**config.mk**
```make
export PLATFORM = sky130hd
export DESIGN_NAME = cp0_int_ctrl
export DESIGN_NICKNAME = d
export VERILOG_FILES = /design/src/rtl/cp0_pkg.sv /design/src/rtl/cp0_int_ctrl_int_sync_edge.sv /design/src/rtl/cp0_int_ctrl.sv
export SDC_FILE = /design/constraint.sdc
export NUM_CORES = 1
export LEC_CHECK = 0
export BUFFER_PORTS_ARGS = -buffer_cell sky130_fd_sc_hd__clkbuf_2
export CELL_PAD_IN_SITES_DETAIL_PLACEMENT = 2
export CELL_PAD_IN_SITES_GLOBAL_PLACEMENT = 2
export CORE_MARGIN = 1
export CORE_UTILIZATION = 25
export CTS_BUF_LIST = sky130_fd_sc_hd__clkbuf_8
export CTS_CLUSTER_DIAMETER = 60
export DETAILED_ROUTE_END_ITERATION = 8
export PLACE_DENSITY = 0.88
export SLEW_MARGIN = 20
export SYNTH_ARGS = -nofsm -noshare
export SYNTH_HDL_FRONTEND = slang
export SYNTH_HIERARCHICAL = 1
export SYNTH_SLANG_ARGS = --single-unit
```
**constraint.sdc**
```tcl
create_clock -name clk -period 2.5 [get_ports clk]
set_input_delay 0.25 -clock clk [delete_from_list [all_inputs] [get_ports clk]]
set_output_delay 0.25 -clock clk [all_outputs]
set_load 0.005 [all_outputs]
```
**src/rtl/cp0_pkg.sv**
```systemverilog
// Purpose: shared CP0 register numbers, bit positions and default vector for the interrupt controller.
// Latency: n/a (constants only).
// Backpressure: n/a.
package cp0_pkg;

  // CP0 register numbers as decoded from MTC0/MFC0
  localparam logic [4:0] CP0_STATUS = 5'd12;
  localparam logic [4:0] CP0_CAUSE  = 5'd13;
  localparam logic [4:0] CP0_EPC    = 5'd14;

  // Bit positions inside STATUS and CAUSE
  localparam int ST_IE  = 0;
  localparam int ST_EXL = 1;
  localparam int CA_IP  = 10;

  // Default interrupt handler entry address
  localparam logic [31:0] CP0_VECTOR_DEFAULT = 32'h0000_0004;

endpackage

```
**src/rtl/cp0_int_ctrl_int_sync_edge.sv**
```systemverilog
// Purpose: optional 2-flop synchroniser (CP0_INT_SYNC_EN) plus rising-edge detector for int_req.
// Latency: pulse is combinational from the request without the synchroniser, 2 cycles later with it.
// Backpressure: en=0 holds the edge flop so an edge seen during a stall is presented again afterwards.
module int_sync_edge
  import cp0_pkg::*;
(
  input  logic clk,
  input  logic rst,
  input  logic en,
  input  logic req_async,
  output logic pulse
);

  logic req_s;

`ifdef CP0_INT_SYNC_EN
  logic sync1_q, sync1_d;
  logic sync2_q, sync2_d;

  // Synchroniser stages always shift; they carry no architectural state
  always_comb begin
    sync1_d = req_async;
    sync2_d = sync1_q;
  end

  // Two-flop synchroniser, cleared by reset
  always_ff @(posedge clk or posedge rst) begin
    if (rst) begin
      sync1_q <= 1'b0;
      sync2_q <= 1'b0;
    end else begin
      sync1_q <= sync1_d;
      sync2_q <= sync2_d;
    end
  end

  assign req_s = sync2_q;
`else
  // Source is assumed synchronous to clk in this build
  assign req_s = req_async;
`endif

  logic prev_q, prev_d;

  // Remember last sampled level only while state is allowed to advance
  always_comb begin
    prev_d = prev_q;
    if (en) begin
      prev_d = req_s;
    end
  end

  // Edge-detect history flop
  always_ff @(posedge clk or posedge rst) begin
    if (rst) begin
      prev_q <= 1'b0;
    end else begin
      prev_q <= prev_d;
    end
  end

  assign pulse = req_s & ~prev_q;

endmodule

```
**src/rtl/cp0_int_ctrl.sv**
```systemverilog
// Purpose: CP0 interrupt controller (STATUS/CAUSE/EPC, take/ERET redirect); CP0_INT_SYNC_EN adds an input synchroniser.
// Latency: redirect/redirect_pc/flush are combinational; int_req rise to IP is 1 cycle (3 with the synchroniser).
// Backpressure: stall freezes every state update; a pending take waits for the first unstalled valid ID cycle.
module cp0_int_ctrl
  import cp0_pkg::*;
#(
  parameter logic [31:0] VECTOR = CP0_VECTOR_DEFAULT
) (
  input  logic        clk,
  input  logic        rst,
  input  logic        int_req,
  input  logic [31:0] id_pc,
  input  logic        id_valid,
  input  logic        stall,
  input  logic        eret,
  input  logic        cp0_we,
  input  logic [4:0]  cp0_addr,
  input  logic [31:0] cp0_wdata,
  output logic [31:0] cp0_rdata,
  output logic        redirect,
  output logic [31:0] redirect_pc,
  output logic        flush
);

  // Mode is encoded directly by EXL
  localparam logic [0:0] ST_RUN = 1'b0;
  localparam logic [0:0] ST_ISR = 1'b1;

  logic        ip_q, ip_d;
  logic        ie_q, ie_d;
  logic [0:0]  exl_q, exl_d;
  logic [31:0] epc_q, epc_d;

  logic edge_pulse;
  logic eret_fire;
  logic take;
  logic unused_wdata;

  int_sync_edge u_sync_edge (
    .clk       (clk),
    .rst       (rst),
    .en        (~stall),
    .req_async (int_req),
    .pulse     (edge_pulse)
  );

  // Only the IE/EXL bits of STATUS are writable; the rest is ignored
  assign unused_wdata = ^cp0_wdata[31:2];

  // ERET has priority; a take blocked by it is re-evaluated next cycle
  always_comb begin
    eret_fire = eret & ~stall;
    take      = ip_q & ie_q & (exl_q == ST_RUN) & id_valid & ~stall & ~eret;
  end

  // PC-mux controls for the take and ERET cycles
  always_comb begin
    redirect    = eret_fire | take;
    flush       = eret_fire | take;
    redirect_pc = eret_fire ? epc_q : VECTOR;
  end

  // MFC0 read mux; unmapped numbers read zero
  always_comb begin
    cp0_rdata = '0;
    case (cp0_addr)
      CP0_STATUS: begin
        cp0_rdata[ST_IE]  = ie_q;
        cp0_rdata[ST_EXL] = exl_q[0];
      end
      CP0_CAUSE: cp0_rdata[CA_IP] = ip_q;
      CP0_EPC:   cp0_rdata = epc_q;
      default:   cp0_rdata = '0;
    endcase
  end

  // Next-state: MTC0 first, then ERET/take override, then a new edge re-arms IP
  always_comb begin
    ip_d  = ip_q;
    ie_d  = ie_q;
    exl_d = exl_q;
    epc_d = epc_q;
    if (!stall) begin
      if (cp0_we) begin
        case (cp0_addr)
          CP0_STATUS: begin
            ie_d  = cp0_wdata[ST_IE];
            exl_d = cp0_wdata[ST_EXL];
          end
          CP0_EPC: epc_d = cp0_wdata;
          default: ;
        endcase
      end
      if (eret_fire) begin
        exl_d = ST_RUN;
      end
      if (take) begin
        epc_d = id_pc;
        exl_d = ST_ISR;
        ip_d  = 1'b0;
      end
      if (edge_pulse) begin
        ip_d = 1'b1;
      end
    end
  end

  // Architectural CP0 state
  always_ff @(posedge clk or posedge rst) begin
    if (rst) begin
      ip_q  <= 1'b0;
      ie_q  <= 1'b0;
      exl_q <= ST_RUN;
      epc_q <= '0;
    end else begin
      ip_q  <= ip_d;
      ie_q  <= ie_d;
      exl_q <= exl_d;
      epc_q <= epc_d;
    end
  end

endmodule
```
=== Yosys cells after proc, flatten, opt, wreduce, memory -nomap -nowiden ===
Cells that the tools add are included.

* Memories kept: 0
* RAM bits: 0
* Logic and storage cells: 43
* Memory bits (read-only): 0
* Output and inout bits: 66
* Register bits: 36
* Bits in latches: 0

* Add/subtract/negate cells: 0
* Shift operators: 0
* Bitwise operators: 12
* Reductions and logical operators: 9
* Equality and inequality tests: 3
* $mul: 0
* Div/mod/pow operators: 0
* Magnitude comparators: 0
* Muxes and demuxes: 14

{| class="wikitable"
|+ Operators by type and width
! operator !! count
|-
| $mux 32 || 4
|-
| $mux 21 || 1
|-
| $eq 5x4->1 const B || 3
|-
| $reduce_and 3->1 || 3
|-
| $mux 8 || 1
|-
| $and 1x1->1 || 7
|-
| $mux 1 || 6
|-
| $reduce_bool 2->1 || 3
|-
| $reduce_bool 3->1 || 2
|-
| $not 1->1 || 4
|-
| $pmux 2 s2 || 1
|-
| $pmux 1 s2 || 1
|-
| $reduce_and 2->1 || 1
|-
| $or 1x1->1 || 1
|}

=== Depth between registers and ports, before layout ===
* Depth after elaboration: 7
* Depth in mapped cells: 7
* Depth with buffers taken out: 3

=== Hierarchy ===
Netlist, hierarchy kept.

{| class="wikitable"
|+ By module, submodules not included
! module !! instances !! area an instance (µm²) !! cells an instance !! sequential area each (µm²)
|-
| cp0_int_ctrl || 1 || 2303.5 || 283 || 875.8
|-
| int_sync_edge || 1 || 50.0 || 4 || 25.0
|}

=== Least setup slack after synthesis ===
Ideal clock, no wire load.

* Kind: reg-to-output
* From: register exl_q
* To: output redirect
* Slack: 0.930 ns
* Data arrival time: 1.320 ns
* Stages on the path, launching flop included: 8
* Cell sequence: dfrtp_1 -> nand4bb_1 -> buf_2 -> or2_1 -> buf_6 -> buf_6 -> nand2_1 -> buf_4

* Cells in the longest elaborated chain, start to end: 6

{| class="wikitable"
|+ Ends and longest elaborated chain
! element !! RTL line !! text
|-
| from (decl) || cp0_int_ctrl.sv:31 || <nowiki>logic [0:0] exl_q, exl_d;</nowiki>
|-
| from (signal assigned) || cp0_int_ctrl.sv:118 || <nowiki>exl_q <= exl_d;</nowiki>
|-
| $not 1->1 || cp0_int_ctrl.sv:53 || <nowiki>take = ip_q & ie_q & (exl_q == ST_RUN) & id_valid & ~stall & ~eret;</nowiki>
|-
| $and 1x1->1 (4 in series) || cp0_int_ctrl.sv:53 ||
|-
| $or 1x1->1 || n/a ||
|-
| to (decl) || cp0_int_ctrl.sv:20 || <nowiki>output logic redirect,</nowiki>
|}

No other way between the ends.

=== Worst setup path after layout ===
* From: register exl_q
* To: output flush

* Cells in the longest elaborated chain, start to end: 6

{| class="wikitable"
|+ Ends and longest elaborated chain
! element !! RTL line !! text
|-
| $not 1->1 || cp0_int_ctrl.sv:53 ||
|-
| $and 1x1->1 (4 in series) || cp0_int_ctrl.sv:53 ||
|-
| $or 1x1->1 || cp0_int_ctrl.sv:59 || <nowiki>flush = eret_fire | take;</nowiki>
|-
| to (decl) || cp0_int_ctrl.sv:22 || <nowiki>output logic flush</nowiki>
|}

No other way between the ends.

==> impl_metrics.tcl <==
set metrics [dict create \
    synthCells 287 \
    die_area_sq_um 9810 \
    die_x_um 99.0 \
    tightest_slew_ns 0.889 \
    syn_avg_cell_area_sq_um 8.20 \
    finalWirelength_mm 9.83 \
    avgViaCountPerCell 5.16 \
    cts.sinks 36 \
    clockBufferDepth 2 \
    cts_tree "done" \
    fin_area_sq_um 3260 \
    setup_viol_count_final 0 \
    synth_top_area_cell "dfrtp_1" \
    ant_nets 0 \
    netlist_top_cells_area "dfrtp_1 (38%), and2_1 (16%), a31oi_1 (8.5%), nor3_1 (7.0%), nand3_1 (6.8%)" \
    drive_gt1_share_pct 40.5 \
    fmax_mhz 498 \
    worst_path_largest_cell_delay_ns 0.48 \
    grt.overflow.total 0 \
    routabilityCongestion 0.726 \
    ys_warn_count 6 \
    synth_edf_count 0 \
    initial_core_util_pct 25.6 \
    final_cells 528 \
    cts_resized 0 \
    vias 2722 \
    cp_slowest_cell "or2_1" \
    peakVddDrop_mv 0.232 \
    antenna_found_initial 0 \
    dp_hpwl_mm 7.31 \
    synth-seq-cells 36 \
    relSlewSlack_pct 40.3 \
    synth_fp_nets 363 \
    async_flop_share_pct 100 \
    rsz0062_at_grt "false" \
    synthFlopType "dfrtp_1" \
    cp.arrival_ns 1.76 \
    final.setup.tns_ns 0 \
    cts_setup_buffers 0 \
    cts_inserted_buffers 5 \
    clock_latency_ns 0.29 \
    remaining_drc_errors 0 \
    antennaDiodeCount 0 \
    die_h_um 99.0 \
    drtIter0Drc 54 \
    grt_pass1_vias 2986 \
    drv_slew 0 \
    power_density_nw_per_um2 613 \
    fin_crit_sh_pct 80.4 \
    crit_family "simple AND/OR/NAND/NOR gates" \
    crit_fanout 18 \
    worst_clock_skew_ns 0.00967 \
    path_cells "nand4bb_2 > or2_1 > nand2_1 > clkbuf_2" \
    synthDistinctLibCells 29 \
    max_cap_viol_count 0 \
    dp.cells 519 \
    yosysTopAreaCellShare_pct 38.3 \
    first_pass_iters 4 \
    holdWs_ns 0.209 \
    grt_pass1_wl_mm 15.7 \
    dpl_cell_area_sq_um 3160 \
    yosysSeqAreaShare_pct 38.3 \
    grt_max_degree 35 \
    final_nets 492 \
    status "finished, final reports clean" \
    synth_area_sq_um 2350 \
    p_leak_nw 1.57 \
    final_hold_viol_count 0 \
    period_minus_slack_ns 2.01 \
    critical_path_class "flop to output pin" \
    start_kind "flop" \
    pin_count 142 \
    io_buffers 141 \
    cp_data_required_time_ns 2.25 \
    critical_path.endpoint_type "output pin" \
    root_buffer "clkbuf_8" \
    yosysMostFrequentCell "and2_1" \
    synthTopCellsByCount "and2_1 (61), dfrtp_1 (36), nor3_1 (33)" \
    hp-class "input pin to flop" \
    rows 35 \
    clk_pin_slew_ns 0.08 \
    cp.buffers_inverters 1 \
    synthToLayoutAreaGrowth_pct 38.5 \
    grt_use_total_pct 20.6 \
    htree_levels 2 \
    wl_per_cell_um 18.6 \
    ctsHoldBuffers 1 \
    coreArea_sq_um 9200 \
]
## report_power, final
group / switching [mW] / leakage, nW / internal [mW]
sequential: 0.169 / 0.440 / 0.809
clock: 0.227 / 0.0510 / 0.220
combinational: 0.284 / 1.08 / 0.288
## registers in the layout, indices dropped and copies added, names as in the netlist
| register | count |
|---|---|
| epc_q | 32 |
| exl_q | 1 |
| ie_q | 1 |
| ip_q | 1 |
| u_sync_edge/prev_q | 1 |
## area by class of cell
type,instances,area (sq um)
Sequential cell,36,901
Clock buffer,6,82.6
Timing Repair Buffer,155,813
Multi-Input combinational cell,215,1300
Tap cell,111,139
Fill cell,1080,5940
Inverter,3,11.3
Clock inverter,2,10.0
## worst register-to-register path, stage by stage (launching register included)
cell and delay, ns:
dfrtp_1 0.41, nand4bb_2 0.23, or2_1 0.48, buf_4 0.34, a22o_1 0.21
## through the flow
stage	power (mW)	utilization [%]	worst slack [ns]
2_1_floorplan	1.26	-	0.930
6_report	2.00	35.5	0.491
5_1_grt	2.14	35.5	0.361
4_1_cts	2.03	35.5	0.449
3_5_place_dp	1.58	34.3	0.592
3_3_place_gp	1.52	34.3	0.735
## cell families after synthesis
group | Yosys count | share of synthesized area, %
flip-flops | 36 | 38.3
AND/OR/NAND/NOR | 144 | 36.2
buffers and inverters | 36 | 7.50
AO/OA/AOI/OAI | 69 | 17.0
multiplexers | 2 | 1.12
## cell usage in the layout (no fill, tap or decap), types with 2 or more instances in the layout
cell type,netlist,final
and2_1,61,61
a31oi_1,32,32
nand2b_1,3,3
nand3b_1,2,2
nor3_1,33,33
buf_4,1,13
clkinv_2,0,2
dfrtp_1,36,36
o21ai_1,2,2
a22o_1,3,3
nand2_1,2,2
clkbuf_8,0,6
o21ai_0,30,30
nand3_1,32,32
inv_1,3,2
clkbuf_2,0,141
## metal layers
metal / track usage [%] / routed length (um) / vias up
li1: - / - / 1277
met2: 38.2 / 5030 / 103
met4: 3.10 / 41 / 0
met3: 4.11 / 577 / 4
met5: 0 / 0 / -
met1: 24.8 / 4180 / 1338
## worst paths after layout
| kind | startpoint | end | slack [ns] | depth (start not counted) |
|---|---|---|---|---|
| worst max-delay path | exl_q | flush | 0.49 | 4 |
| worst min-delay path | cp0_wdata[12] | epc_q[12] | 0.21 | 3 |
| worst max register to register | exl_q | ip_q | 0.72 | 4 |
| worst min register to register | u_sync_edge/prev_q | u_sync_edge/prev_q | 0.53 | 1 |
| max in group asynchronous | rst | epc_q[21] | 1.25 | 4 |
| min in group asynchronous | rst | u_sync_edge/prev_q | 0.34 | 3 |
Note: power is estimated with default switching activity, not from simulation.
